<file path="config.mk">
export PLATFORM = sky130hd
export DESIGN_NAME = argmax_stream
export DESIGN_NICKNAME = d
export VERILOG_FILES = /design/src/rtl/argmax_stream.sv
export SDC_FILE = /design/constraint.sdc
export NUM_CORES = 1
export LEC_CHECK = 0
export ABC_AREA = 0
export BUFFER_PORTS_ARGS = -buffer_cell sky130_fd_sc_hd__buf_2
export CAP_MARGIN = 30
export CORE_ASPECT_RATIO = 1.2
export CORE_MARGIN = 2
export CORE_UTILIZATION = 35
export CTS_CLUSTER_DIAMETER = 200
export DETAILED_ROUTE_END_ITERATION = 7
export GPL_ROUTABILITY_DRIVEN = 0
export GPL_TIMING_DRIVEN = 1
export SETUP_SLACK_MARGIN = 0.5
export SYNTH_ARGS = -nofsm -noshare
export SYNTH_HDL_FRONTEND = slang
export SYNTH_SLANG_ARGS = --single-unit
</file>
<file path="constraint.sdc">
create_clock -name clk -period 7.84 [get_ports clk]
set_input_delay 1.568 -clock clk [delete_from_list [all_inputs] [get_ports clk]]
set_output_delay 1.568 -clock clk [all_outputs]
set_load 0.01 [all_outputs]
</file>
<file path="src/rtl/argmax_stream.sv">
// Streaming argmax: one class score per beat in, held {index, value, margin,
// low-confidence} result out, both sides on valid/ready handshakes.
module argmax_stream #(
    parameter int unsigned N_CLASSES = 10,
    parameter int unsigned DATA_W    = 16,
    parameter bit          SIGNED    = 1'b0,
    parameter int unsigned IDX_W     = $clog2(N_CLASSES)
) (
    input  logic              clk,
    input  logic              reset_n,
    input  logic              clear,
    input  logic              in_valid,
    output logic              in_ready,
    input  logic [DATA_W-1:0] in_score,
    input  logic [DATA_W:0]   conf_thresh,
    output logic              out_valid,
    input  logic              out_ready,
    output logic [IDX_W-1:0]  max_index,
    output logic [DATA_W-1:0] max_value,
    output logic [DATA_W:0]   margin,
    output logic              low_conf
);

    localparam int unsigned EXT_W = DATA_W + 1;
    localparam logic [IDX_W-1:0] LAST_IDX = IDX_W'(N_CLASSES - 1);

    typedef enum logic {
        S_COLLECT = 1'b0,
        S_HOLD    = 1'b1
    } state_t;

    state_t             r_state;
    state_t             w_state_nxt;
    logic               w_accept;
    logic               w_last;

    logic               r_in_ready;
    logic               r_out_valid;
    logic [IDX_W-1:0]   r_cnt;
    logic [EXT_W-1:0]   r_best;
    logic [EXT_W-1:0]   r_second;
    logic [IDX_W-1:0]   r_idx;

    logic [IDX_W-1:0]   r_max_index;
    logic [DATA_W-1:0]  r_max_value;
    logic [EXT_W-1:0]   r_margin;
    logic               r_low_conf;

    logic [EXT_W-1:0]   w_ext_score;
    logic [EXT_W-1:0]   w_min;
    logic [EXT_W-1:0]   w_best_nxt;
    logic [EXT_W-1:0]   w_second_nxt;
    logic [IDX_W-1:0]   w_idx_nxt;
    logic [EXT_W-1:0]   w_margin;
    logic               w_low_conf;

    // State register
    always_ff @(posedge clk or negedge reset_n) begin
        if (!reset_n) begin
            r_state <= S_COLLECT;
        end else begin
            r_state <= w_state_nxt;
        end
    end

    // Next-state and handshake decode; clear overrides beats and release
    always_comb begin
        w_state_nxt = r_state;
        w_accept    = 1'b0;
        w_last      = 1'b0;
        if (clear) begin
            w_state_nxt = S_COLLECT;
        end else begin
            case (r_state)
                S_COLLECT: begin
                    if (in_valid && r_in_ready) begin
                        w_accept = 1'b1;
                        if (r_cnt == LAST_IDX) begin
                            w_last      = 1'b1;
                            w_state_nxt = S_HOLD;
                        end
                    end
                end
                S_HOLD: begin
                    if (r_out_valid && out_ready) begin
                        w_state_nxt = S_COLLECT;
                    end
                end
                default: w_state_nxt = S_COLLECT;
            endcase
        end
    end

    // Best/second-best update for the current beat, in sign- or zero-extended form
    always_comb begin
        w_ext_score = SIGNED ? {in_score[DATA_W-1], in_score} : {1'b0, in_score};
        w_min       = '0;
        if (SIGNED) begin
            w_min[DATA_W:DATA_W-1] = 2'b11;
        end
        w_best_nxt   = r_best;
        w_second_nxt = r_second;
        w_idx_nxt    = r_idx;
        if (r_cnt == '0) begin
            w_best_nxt   = w_ext_score;
            w_second_nxt = w_min;
            w_idx_nxt    = '0;
        end else if ($signed(w_ext_score) > $signed(r_best)) begin
            w_second_nxt = r_best;
            w_best_nxt   = w_ext_score;
            w_idx_nxt    = r_cnt;
        end else if ($signed(w_ext_score) > $signed(r_second)) begin
            w_second_nxt = w_ext_score;
        end
        w_margin   = w_best_nxt - w_second_nxt;
        w_low_conf = (w_margin < conf_thresh);
    end

    // Datapath, handshake flags and held result registers
    always_ff @(posedge clk or negedge reset_n) begin
        if (!reset_n) begin
            r_in_ready  <= 1'b0;
            r_out_valid <= 1'b0;
            r_cnt       <= '0;
            r_best      <= '0;
            r_second    <= '0;
            r_idx       <= '0;
            r_max_index <= '0;
            r_max_value <= '0;
            r_margin    <= '0;
            r_low_conf  <= 1'b0;
        end else begin
            r_in_ready  <= (w_state_nxt == S_COLLECT);
            r_out_valid <= (w_state_nxt == S_HOLD);
            if (clear) begin
                r_cnt <= '0;
            end else if (w_accept) begin
                r_best   <= w_best_nxt;
                r_second <= w_second_nxt;
                r_idx    <= w_idx_nxt;
                if (w_last) begin
                    r_cnt       <= '0;
                    r_max_index <= w_idx_nxt;
                    r_max_value <= w_best_nxt[DATA_W-1:0];
                    r_margin    <= w_margin;
                    r_low_conf  <= w_low_conf;
                end else begin
                    r_cnt <= r_cnt + IDX_W'(1);
                end
            end
        end
    end

    assign in_ready  = r_in_ready;
    assign out_valid = r_out_valid;
    assign max_index = r_max_index;
    assign max_value = r_max_value;
    assign margin    = r_margin;
    assign low_conf  = r_low_conf;

endmodule

</file>
======== Yosys cells after proc, flatten, opt, wreduce, memory -nomap -nowiden ========
Cells that the tools add are included.
storage, ports and cells
  register bits ........................... 82
  output and inout bits ................... 40
  input port bits ......................... 38
operators by class
  reduce and logical (&&, ||, !) cells .... 6
  bitwise logic cells ..................... 3
  add/sub/neg operators ................... 2
  eq/ne operators ......................... 1
  muxes and demuxes ....................... 20
  $lt $le $gt $ge ......................... 3
operators by type and width
  kind                 count
  $mux 17              5
  $gt 17x17->1         2
  $mux 4               5
  $lt 17x17->1         1
  $sub 17x17->17       1
  $mux 1               9
  $add 4x1->4 const B  1
  $eq 4x4->1 const B   1
  $logic_not 4->1      1
  $not 1->1            3
  $reduce_and 3->1     1
  $logic_and 1x1->1    2
  $pmux 1 s2           1
  $reduce_and 2->1     1
  $reduce_bool 2->1    1

======== Logic depth before layout (Yosys ltp) ========
  word-level depth ........................ 8
  mapped depth ............................ 31

======== Worst setup path before layout ========
OpenSTA, ideal clock, no wires.
  path kind ............................... input to register
  start ................................... in in_score[1]
  end ..................................... reg r_low_conf (netlist: low_conf)
  path slack .............................. 1.376 ns
  cell stages on the path ................. 29
  arrival ................................. 6.396 ns
  data required time ...................... 7.772 ns
  path through ............................ ha_1 nor2b_1 o21a_1 o21ai_0 a21oi_1 o211ai_1 o211ai_1 ha_1 inv_1 a31o_2 buf_2 buf_2 mux2i_1 mux2i_1 nand2_1 fa_1 a211oi_1 o21bai_1 o211a_1 o21a_1 nor3_1 nor2_1 ha_1 a21o_1 a21o_1 a21oi_1 nand2_1 o21ai_0 a32o_1
on the way
  cells in the longest elaborated chain, start to end .. 6
ends and longest elaborated chain
  item                    line  RTL
  start: declaration      14    input logic [DATA_W-1:0] in_score,
  $gt 17x17->1            112   end else if ($signed(w_ext_score) > $signed(r_second)) begin
  $mux 17                 112
  $mux 17                 108   end else if ($signed(w_ext_score) > $signed(r_best)) begin
  $mux 17                 104   if (r_cnt == '0) begin
  $sub 17x17->17 (*)      115   w_margin = w_best_nxt - w_second_nxt;
  via w_margin[10]        54    logic [EXT_W-1:0] w_margin;
  $lt 17x17->1 (*)        116   w_low_conf = (w_margin < conf_thresh);
  end signal: assignment  146   r_low_conf <= w_low_conf;
  end: declaration        47    logic r_low_conf;
Mark *: on every way through the listed nets, which the timed path passes. The rest lies on a longest branch.
A chain may end at the register's enable or synchronous reset.

======== Worst setup path after layout ========
  start ................................... in in_score[1]
  end ..................................... reg r_low_conf (netlist: low_conf)
on the way
  cells in the longest elaborated chain, start to end .. 6
ends and longest elaborated chain
  item                 line  RTL
  $gt 17x17->1         112
  $mux 17              112
  $mux 17 (*)          108
  $mux 17 (*)          104
  via w_second_nxt[0]  52    logic [EXT_W-1:0] w_second_nxt;
  $sub 17x17->17 (*)   115
  via w_margin[10]     54
  $lt 17x17->1 (*)     116
Marked as above.

==> run_results.csv <==
group,metric,value,unit
run_status,status,"finished clean",
drt,viasPerCell,5.27,
global_routing,grt_use_total,17.7,%
sta,hold_viol,0,
setup_path,critPathMaxFanout,16,
setup_path,crit_top_cell,"ha_1",
floorplan,start_util,35.9,%
setup_path,max_stage_delay,500,ps
yosys,synthTopCellsByCount,"dfrtp_1, nand2_1, ha_1, inv_1, nor2_1",
job,maxCapViolCount,0,
drt,dr.pass1.iters,5,
clocking,cts_resized,0,
clocking,cts_tree,"yes",
power,irDropWorstVdd,0.131,mV
setup_path,cp.arrival,7090,ps
sta,fin_worst_skew,8.23,ps
yosys,synth.top_cell.area_share,33.8,%
clocking,cts_made_buffers,9,
placed_design,dpl.hpwl,12000,microns
global_routing,met3_usage,2.55,%
setup_path,critical-path-top-delay-family,"compound AO/OA/AOI/OAI gates",
power,pwr-share-comb,44.6,%
clocking,clockRootBuffer,"clkbuf_16",
yosys,synth_cell_types,63,
clocking,htreeDepth,3,
power,switching_share,37.7,%
power,clockPowerShare,28.6,%
setup_path,critPathBufInv,3,
final_layout,final_nets,851,
yosys,synthFlopType,"dfrtp_1",
global_routing,grt.overflow.total,0,
power,power.density,261,mW/mm^2
sta,fmax,147,MHz
yosys,yosysSeqAreaShare,33.8,%
yosys,yosys.cell_count.top_type,"dfrtp_1",
floorplan,die_w,124,microns
power,p_switching,0.000689,W
sta,final_max_slew_viol_count,0,
yosys,synth-edff-count,0,
setup_path,cp-end-kind,"flip-flop",
yosys,synth_area,0.00607,sq mm
min_path,worstHoldPathType,"flip-flop to flip-flop",
global_routing,grt_use_met1,23.9,%
setup_path,crit_required,8120,ps
drt,antenna_left,0,
yosys,avgSynthCellArea,8.97,sq um
global_routing,busiest_layer,"met2",
drt,drcViolationCount,0,
global_routing,grt_pass1_vias,5023,
sta,relSlewSlack,45.2,%
final_layout,syn_to_final_growth,15.4,%
yosys,yosys-top-cells-area,"dfrtp_1, ha_1, mux2i_1",
floorplan,dieArea,0.0184,sq mm
setup_path,start_kind,"primary input",
floorplan,rows,52,
sta,setup_tns,0,ps
drt,wirelength,16000,microns
placed_design,port_buffers,77,
global_routing,antenna_found_initial,1,
sta,min_period,6810,ps
floorplan,core-area,0.0169,sq mm
final_layout,drive_gt1_share,19.0,%
drt,avgRoutedWirePerCell,16.5,microns
clocking,cts_setup_buffers,0,
global_routing,grt_pass1_wl,26300,microns
drt,dr_total_vias,5090,
yosys,synthesis.nets,784,
final_layout,nFillCells,1716,
min_path,hold_start,"margin[6]",
drt,drt_iter0_markers,277,
sta,worstMarginPinSlew,820,ps
floorplan,die_h,148,microns
yosys,yosysWarnings,0,
global_routing,grt_use_met2,28.9,%
sta,whs,466,ps
yosys,syn_inst,677,
yosys,synthArstFlopShare,100,%
sta,rsz0062_at_grt,"false",
floorplan,pin_count,78,
clocking,cts.sinks,82,
yosys,synth_largest_area_cell,"dfrtp_1",
clocking,hold_buffers,0,
setup_path,reg2reg_from,"r_second[1]",
power,pwr-share-seq,26.8,%
yosys,synth_seq_cells,82,
sta,post-route-period-util,86.9,%
setup_path,cpMaxStageDelayCell,"a31o_2",
setup_path,crit_type,"primary input to flip-flop",
power,p_leak,3.53,nW
global_routing,grt_max_degree,44,
power,p_int,0.00114,W
clocking,clkLatencyLatePin,340,ps
sta,setup_violations,0,
setup_path,setup.worst_path.start,"in_score[1]",
clocking,ctsLongestPathBuffers,2,
clocking,clk_pin_slew,70,ps
worst reg2reg max path: cells and delay by family, from the launching register on:
kind            cells  cell delay, ps
compound gates     15            2810
fa+ha+maj           5            1390
buf+inv             3             200
flops               1             380
mux                 2             420
simple gates        5             600
path summary, 6_finish.rpt:
check                           slack (ps)            end  cells after the start
worst max-delay path                  1030       low_conf                     30
worst min-delay path                   470      margin[6]                      2
worst max register to register        1990       low_conf                     30
worst min register to register         470      margin[6]                      2
max in group asynchronous             5880   r_second[14]                      3
min in group asynchronous             1050  max_value[14]                      1
stage by stage:
stage | utilization [%] | std cells | cell area (sq um) | worst slack (ps) | power, W
floorplan | - | 677 | 6070 | 1380 | 0.00113
global route | 41.4 | 964 | 7010 | 582 | 0.00197
CTS | 41.4 | 964 | 7010 | 1060 | 0.00184
finish | 41.4 | 965 | 7010 | 1030 | 0.00183
global placement | 39.1 | 948 | 6620 | 788 | 0.00130
detailed placement | 39.3 | 949 | 6650 | 744 | 0.00131
layer usage:
layer / part of all wire, % / routed length (microns)
met5: 0 / 0
met4: 2.4 / 386
met3: 3.6 / 581
met2: 47 / 7450
met1: 47 / 7550
layout make-up:
type | count | area, sq um | share of cell area (%)
Multi-Input combinational cell | 505 | 3630 | 51.8
Clock inverter | 5 | 128 | 1.82
Timing Repair Buffer | 84 | 460 | 6.57
Tap cell | 216 | 270 | 3.86
Sequential cell | 82 | 2050 | 29.3
Antenna cell | 1 | 2.50 | 0.0357
Clock buffer | 10 | 229 | 3.27
Inverter | 62 | 233 | 3.32
flip-flops by register name, indices dropped and copies added (netlist names):
register   cells
margin        17
r_best        17
r_second      17
max_value     16
max_index      4
r_cnt          4
r_idx          4
in_ready       1
low_conf       1
out_valid      1
power groups by stage:
stage / Clock, W / Combinational, W / Sequential [W]
after global placement: 0 / 0.000805 / 0.000496
after detailed placement: 0 / 0.000810 / 0.000497
after CTS: 0.000535 / 0.000816 / 0.000490
after floorplan: 0 / 0.000639 / 0.000489
after global routing: 0.000553 / 0.000921 / 0.000496
final: 0.000523 / 0.000815 / 0.000491
placed cells by master (no fill, tap or decap), types with 4 or more instances in the layout:
cell	netlist	final
nand3_1	23	23
buf_2	3	76
mux2_2	21	21
a21oi_1	33	33
nand4_1	11	11
nor2b_1	5	5
a31oi_1	20	20
a21o_1	11	11
clkbuf_16	0	9
inv_1	62	62
nor2_1	57	56
o21ai_0	37	37
o21a_1	12	12
o211ai_1	7	7
nor3_1	5	5
bufinv_16	0	4
ha_1	68	68
a31o_1	10	10
a31o_2	7	7
buf_4	2	7
xnor2_1	8	8
nand2_1	76	76
o31ai_1	4	4
dfrtp_1	82	82
mux2i_1	32	32
o21bai_1	4	4
kinds of logic after synthesis:
logic type / count (synthesis) / synth area share, %
buffers and inverters: 90 / 6.41
xor gates and xnor gates: 10 / 1.44
AOI/OAI and AO/OA: 170 / 19.0
muxes: 55 / 9.60
DFF: 82 / 33.8
adders and majority gates: 69 / 14.3
and+or+nand+nor: 201 / 15.4
(Power assumes the default switching activity.)
